`config.mk`:
```
export PLATFORM = sky130hd
export DESIGN_NAME = axis_rotate_sched
export DESIGN_NICKNAME = d
export VERILOG_FILES = /design/src/rtl/axis_rotate_sched.sv
export SDC_FILE = /design/constraint.sdc
export NUM_CORES = 1
export LEC_CHECK = 0
export ABC_AREA = 1
export ABC_CLOCK_PERIOD_IN_PS = 1900
export CELL_PAD_IN_SITES_DETAIL_PLACEMENT = 0
export CELL_PAD_IN_SITES_GLOBAL_PLACEMENT = 1
export CORE_MARGIN = 2
export CORE_UTILIZATION = 15
export CTS_BUF_LIST = sky130_fd_sc_hd__clkbuf_4 sky130_fd_sc_hd__clkbuf_8 sky130_fd_sc_hd__clkbuf_16
export DETAILED_ROUTE_END_ITERATION = 12
export GPL_TIMING_DRIVEN = 0
export PLACE_DENSITY_LB_ADDON = 0.3
export SLEW_MARGIN = 20
export SYNTH_ARGS = -nofsm -noshare
export SYNTH_HDL_FRONTEND = slang
export SYNTH_SLANG_ARGS = --single-unit
```
`constraint.sdc`:
```
create_clock -name aclk -period 1.9 [get_ports aclk]
set_input_delay 0.38 -clock aclk [delete_from_list [all_inputs] [get_ports aclk]]
set_output_delay 0.38 -clock aclk [all_outputs]
set_load 0.03 [all_outputs]
```
`src/rtl/axis_rotate_sched.sv`:
```
// axis_rotate_sched: packet-level round-robin scheduler sharing one axis_rotate among N_SRC sources.
// Define AXIS_ROTATE_SCHED_STATS_EN to add per-source 16-bit accepted-packet counters (pkt_count).
module axis_rotate_sched #(
    parameter int N_SRC  = 4,
    parameter int DATA_W = 32,
    parameter int ROT_W  = $clog2(DATA_W),
    parameter int SRC_W  = (N_SRC > 2) ? $clog2(N_SRC) : 1
) (
    input  logic                    aclk,
    input  logic                    aresetn,
    input  logic [N_SRC-1:0]        s_tvalid,
    output logic [N_SRC-1:0]        s_tready,
    input  logic [N_SRC*DATA_W-1:0] s_tdata,
    input  logic [N_SRC-1:0]        s_tlast,
    input  logic [N_SRC*ROT_W-1:0]  s_rot_amt,
    output logic                    m_tvalid,
    input  logic                    m_tready,
    output logic [DATA_W-1:0]       m_tdata,
    output logic                    m_tlast,
    output logic [SRC_W-1:0]        m_tuser,
    output logic [ROT_W-1:0]        m_rot_amt,
`ifdef AXIS_ROTATE_SCHED_STATS_EN
    output logic                    busy,
    output logic [N_SRC*16-1:0]     pkt_count
`else
    output logic                    busy
`endif
);

    typedef enum logic {IDLE = 1'b0, BUSY = 1'b1} state_t;

    state_t            state_q, state_d;
    logic [SRC_W-1:0]  grant_q, grant_d;
    logic [SRC_W-1:0]  last_q, last_d;
    logic [ROT_W-1:0]  rot_q, rot_d;
    logic [SRC_W-1:0]  pick, cand;
    logic [ROT_W-1:0]  pick_rot;
    logic              hit;
    logic              sel_valid, sel_last, beat_end;
    logic [DATA_W-1:0] sel_data;

    // Search starts one past the previous winner so every source gets a turn.
    always_comb begin
        hit  = 1'b0;
        pick = last_q;
        cand = last_q;
        for (int k = 1; k <= N_SRC; k++) begin
            cand = SRC_W'((int'(last_q) + k) % N_SRC);
            if (!hit && s_tvalid[cand]) begin
                hit  = 1'b1;
                pick = cand;
            end
        end
    end

    always_comb begin
        pick_rot  = '0;
        sel_valid = 1'b0;
        sel_last  = 1'b0;
        sel_data  = '0;
        for (int i = 0; i < N_SRC; i++) begin
            if (pick == SRC_W'(i)) begin
                pick_rot = s_rot_amt[i*ROT_W +: ROT_W];
            end
            if (grant_q == SRC_W'(i)) begin
                sel_valid = s_tvalid[i];
                sel_last  = s_tlast[i];
                sel_data  = s_tdata[i*DATA_W +: DATA_W];
            end
        end
    end

    always_comb begin
        state_d  = state_q;
        grant_d  = grant_q;
        last_d   = last_q;
        rot_d    = rot_q;
        s_tready = '0;
        busy     = (state_q == BUSY);
        m_tvalid = busy & sel_valid;
        m_tlast  = busy & sel_last;
        m_tdata  = sel_data;
        beat_end = m_tvalid & m_tready & m_tlast;
        case (state_q)
            IDLE: begin
                if (hit) begin
                    state_d = BUSY;
                    grant_d = pick;
                    rot_d   = pick_rot;
                end
            end
            BUSY: begin
                s_tready[grant_q] = m_tready;
                if (beat_end) begin
                    state_d = IDLE;
                    last_d  = grant_q;
                end
            end
            default: state_d = IDLE;
        endcase
    end

    assign m_tuser   = grant_q;
    assign m_rot_amt = rot_q;

    always_ff @(posedge aclk or negedge aresetn) begin
        if (!aresetn) begin
            state_q <= IDLE;
            grant_q <= '0;
            last_q  <= SRC_W'(N_SRC - 1);
            rot_q   <= '0;
        end else begin
            state_q <= state_d;
            grant_q <= grant_d;
            last_q  <= last_d;
            rot_q   <= rot_d;
        end
    end

`ifdef AXIS_ROTATE_SCHED_STATS_EN
    logic [N_SRC-1:0][15:0] cnt_q;

    always_ff @(posedge aclk or negedge aresetn) begin
        if (!aresetn) begin
            cnt_q <= '0;
        end else if (beat_end) begin
            cnt_q[grant_q] <= cnt_q[grant_q] + 16'd1;
        end
    end

    assign pkt_count = cnt_q;
`endif

endmodule
```
==> results.py <==
metrics = {
    "critical_path": {
        "path_buf_inv": 4,
        "cp_slowest_cell": "dfrtp_2",
        "rr_worst_depth": 13,
        "path_cells": "buf_12, nor2_4, buf_12, inv_4, o221ai_4, a21oi_4, buf_6",
        "max_stage_delay_ns": 0.46,
        "timing.rr.end": "m_rot_amt[2]",
        "startpoint_type": "register",
        "crit_required_ns": 1.52,
        "r2r-start": "last_q[0]",
        "worst-path-stages": 7,
        "path_delay_family": "buffers and inverters",
        "crit_fanout": 5,
        "crit_type": "reg2out",
        "critical_path.most_common_cell": "buf_12",
        "cp-endpoint": "m_tlast",
        "r2r_slack_ns": -0.06,
        "startpoint": "m_tuser[1]",
        "critPathArrivalTime_ns": 1.62,
        "cp-end-kind": "output pin",
    },
    "floorplan": {
        "initial_core_util_pct": 15.4,
        "die_h_um": 109,
        "io_pins": 205,
        "core-area_um2": 10800,
        "row_count": 38,
        "dieArea_um2": 11900,
        "fp.dieW_um": 109,
    },
    "synthesis": {
        "syn_inst": 327,
        "synth_cell_types": 23,
        "syn_area_per_cell_um2": 5.07,
        "ys_ff_latch": 10,
        "syn_nets": 486,
        "synth_area_um2": 1660,
        "yosysWarnings": 0,
        "yosysSeqAreaShare_pct": 15.2,
    },
    "power_and_ir_drop": {
        "power.leakage_nw": 2.06,
        "p_per_area_nw_per_um2": 1710,
        "vdd_ir_drop_max_v": 0.000864,
    },
    "placed_design": {
        "portBuffers": 204,
        "place.gp.congestion": 0.838,
        "dpl.hpwl_mm": 8.17,
        "dp_cells": 671,
    },
    "run_status": {
        "failed_checks": "negative setup slack",
        "status": "finished, violations left",
    },
    "timing": {
        "clock.fmax_mhz": 499,
        "worst_pin_slew_ns": 0.419,
        "rsz0062_at_grt": "yes",
        "setup_viol": 37,
        "finalWorstSetupSlack_ns": -0.103,
        "min_period_ns": 2.00,
        "drv_slew": 0,
        "slew_headroom_pct": 72.0,
        "fin_crit_sh_pct": 105,
        "clock_skew_ns": 0.00136,
        "hold_violations": 0,
    },
    "detailed_routing": {
        "wl_per_cell_um": 15.4,
        "drc": 0,
        "vias_per_cell": 4.46,
        "antenna_left": 0,
        "drtPass1Iterations": 4,
        "vias": 3177,
        "drt-total-wl_mm": 10.9,
        "drt_iter0_drc": 85,
    },
    "clock_network": {
        "h-tree-depth": 1,
        "clk_latency_ns": 0.23,
        "numCtsBuffers": 3,
        "cts-hold-fix-buffers": 0,
        "cts.path.max_buffers": 2,
        "cts_root_buf": "clkbuf_8",
        "cts_tree": "built",
        "clk_pin_slew_ns": 0.05,
        "cts_sinks": 10,
    },
    "run": {
        "maxCapViolations": 0,
    },
    "global_route": {
        "overflow": 0,
        "grt_pass1_vias": 3139,
        "grt_pass1_wl_mm": 15.5,
        "grt_use_total_pct": 16.6,
        "grt_max_degree": 11,
        "antenna_found_initial": 0,
    },
    "final_layout": {
        "register_area_um2": 255,
        "nNetsFinal": 732,
        "post-route-util_pct": 44.5,
        "final_cells": 712,
        "num_antenna_cells": 0,
        "multi_input_area_um2": 1580,
        "drive_gt1_share_pct": 31.3,
        "area_growth_pct": 189,
        "fill_cells": 1167,
    },
    "min_path": {
        "hold_class": "in2async",
    },
}
[worst min path at each step]
stage              endpoint  slack [ns]  cells past startpoint
2_1_floorplan          busy        0.08                      0
3_3_place_gp   m_rot_amt[0]        0.48                      2
3_5_place_dp   m_rot_amt[1]        0.48                      2
4_1_cts        m_rot_amt[3]        0.47                      1
5_1_grt        m_rot_amt[0]        0.48                      1
6_report       m_rot_amt[3]        0.45                      1
[worst reg2reg max path: stages, from the launching register on]
cell,delay [ns]
dfstp_2,0.57
buf_6,0.13
nand2_2,0.06
nand2_4,0.10
nand2_2,0.07
nand2_2,0.08
nand3_2,0.12
nand2_2,0.11
nand2_4,0.09
buf_4,0.16
nand4_1,0.07
nand3_1,0.10
nor2_1,0.13
nor2_1,0.05
[registers in the layout (all words and copies together) (netlist names)]
| name | flops |
|---|---|
| busy | 1 |
| last_q | 2 |
| m_rot_amt | 5 |
| m_tuser | 2 |
[routing by layer]
layer	track usage [%]	wire [um]	share of wire [%]	vias to the layer above
met4	4.30	227	2.1	0
met5	0	0	0	-
li1	-	-	-	1579
met2	31.4	5630	52	139
met3	4.66	990	9.1	16
met1	17.9	4080	37	1443
[repair_timing]
item	4_1_cts	5_1_grt
gates resized for setup	345	70
hold endpoints to repair	0	0
pin swaps	25	34
cloned	7	3
endpoints found under the setup margin	43	40
setup buffers	16	11
[metrics by stage]
| step | TNS, ns | hold slack, ns | power [mW] | area, um2 | worst slack (ns) |
|---|---|---|---|---|---|
| floorplan | 0 | 0.0844 | 3.64 | 1670 | 0.0798 |
| global placement | -27.99 | 0.476 | 5.80 | 3880 | -0.784 |
| detailed placement | -28.73 | 0.481 | 5.83 | 3880 | -0.799 |
| CTS | -0.628 | 0.469 | 7.50 | 4460 | -0.0549 |
| global route | -4.43 | 0.484 | 8.79 | 4800 | -0.200 |
| finish | -1.81 | 0.454 | 8.23 | 4800 | -0.103 |
[cell usage in the layout, fill, tap and decap left out, types with 5 or more instances in the layout]
cell,netlist,layout
nand4_1,39,39
dlygate4sd2_1,0,5
buf_4,1,24
buf_6,1,40
nand3_1,20,16
nand2_2,7,39
inv_1,10,6
inv_4,0,7
nor2_1,16,12
buf_8,0,6
dfrtp_1,8,6
clkbuf_8,0,10
o21ai_0,8,8
nand2_4,1,11
clkdlybuf4s50_1,0,161
nand2_1,180,138
[synth_stat cells, drive strengths merged]
cell,n,area (um2)
nor3,2,10.0
buf,3,23.8
nor2,17,71.3
or2,1,6.26
nand3,22,120
clkinv,1,3.75
o21ai,11,55.1
nand2,188,731
o221ai,2,17.5
dfstp,2,52.6
inv,14,52.6
nand4,39,244
clkbuf,12,45.0
dfrtp,8,200
a21oi,5,25.0
[where the power goes]
| group | internal (mW) | leakage, nW | total (mW) | switching (mW) |
|---|---|---|---|---|
| Clock | 0.182 | 0.0288 | 0.258 | 0.0765 |
| Combinational | 3.41 | 1.92 | 7.51 | 4.10 |
| Sequential | 0.333 | 0.112 | 0.456 | 0.122 |
| Total | 3.92 | 2.06 | 8.23 | 4.30 |
[final cells by class]
type | instances | share of cell area, %
well taps | 140 | 3.65
repair buffers | 241 | 51.2
plain buffers | 15 | 4.25
flip-flops and latches | 10 | 5.32
inverters | 15 | 1.64
clock buffers | 4 | 1.15
multi-input cells | 287 | 32.8
[logic make-up (layout without fill, tap and decap cells)]
group / count (synthesis) / count (layout) / share of synthesized area (%)
buf+inv: 30 / 275 / 7.55
simple gates: 269 / 269 / 71.3
compound gates: 18 / 18 / 5.89
flops: 10 / 10 / 15.2
Power figures use the tool's default switching activity.
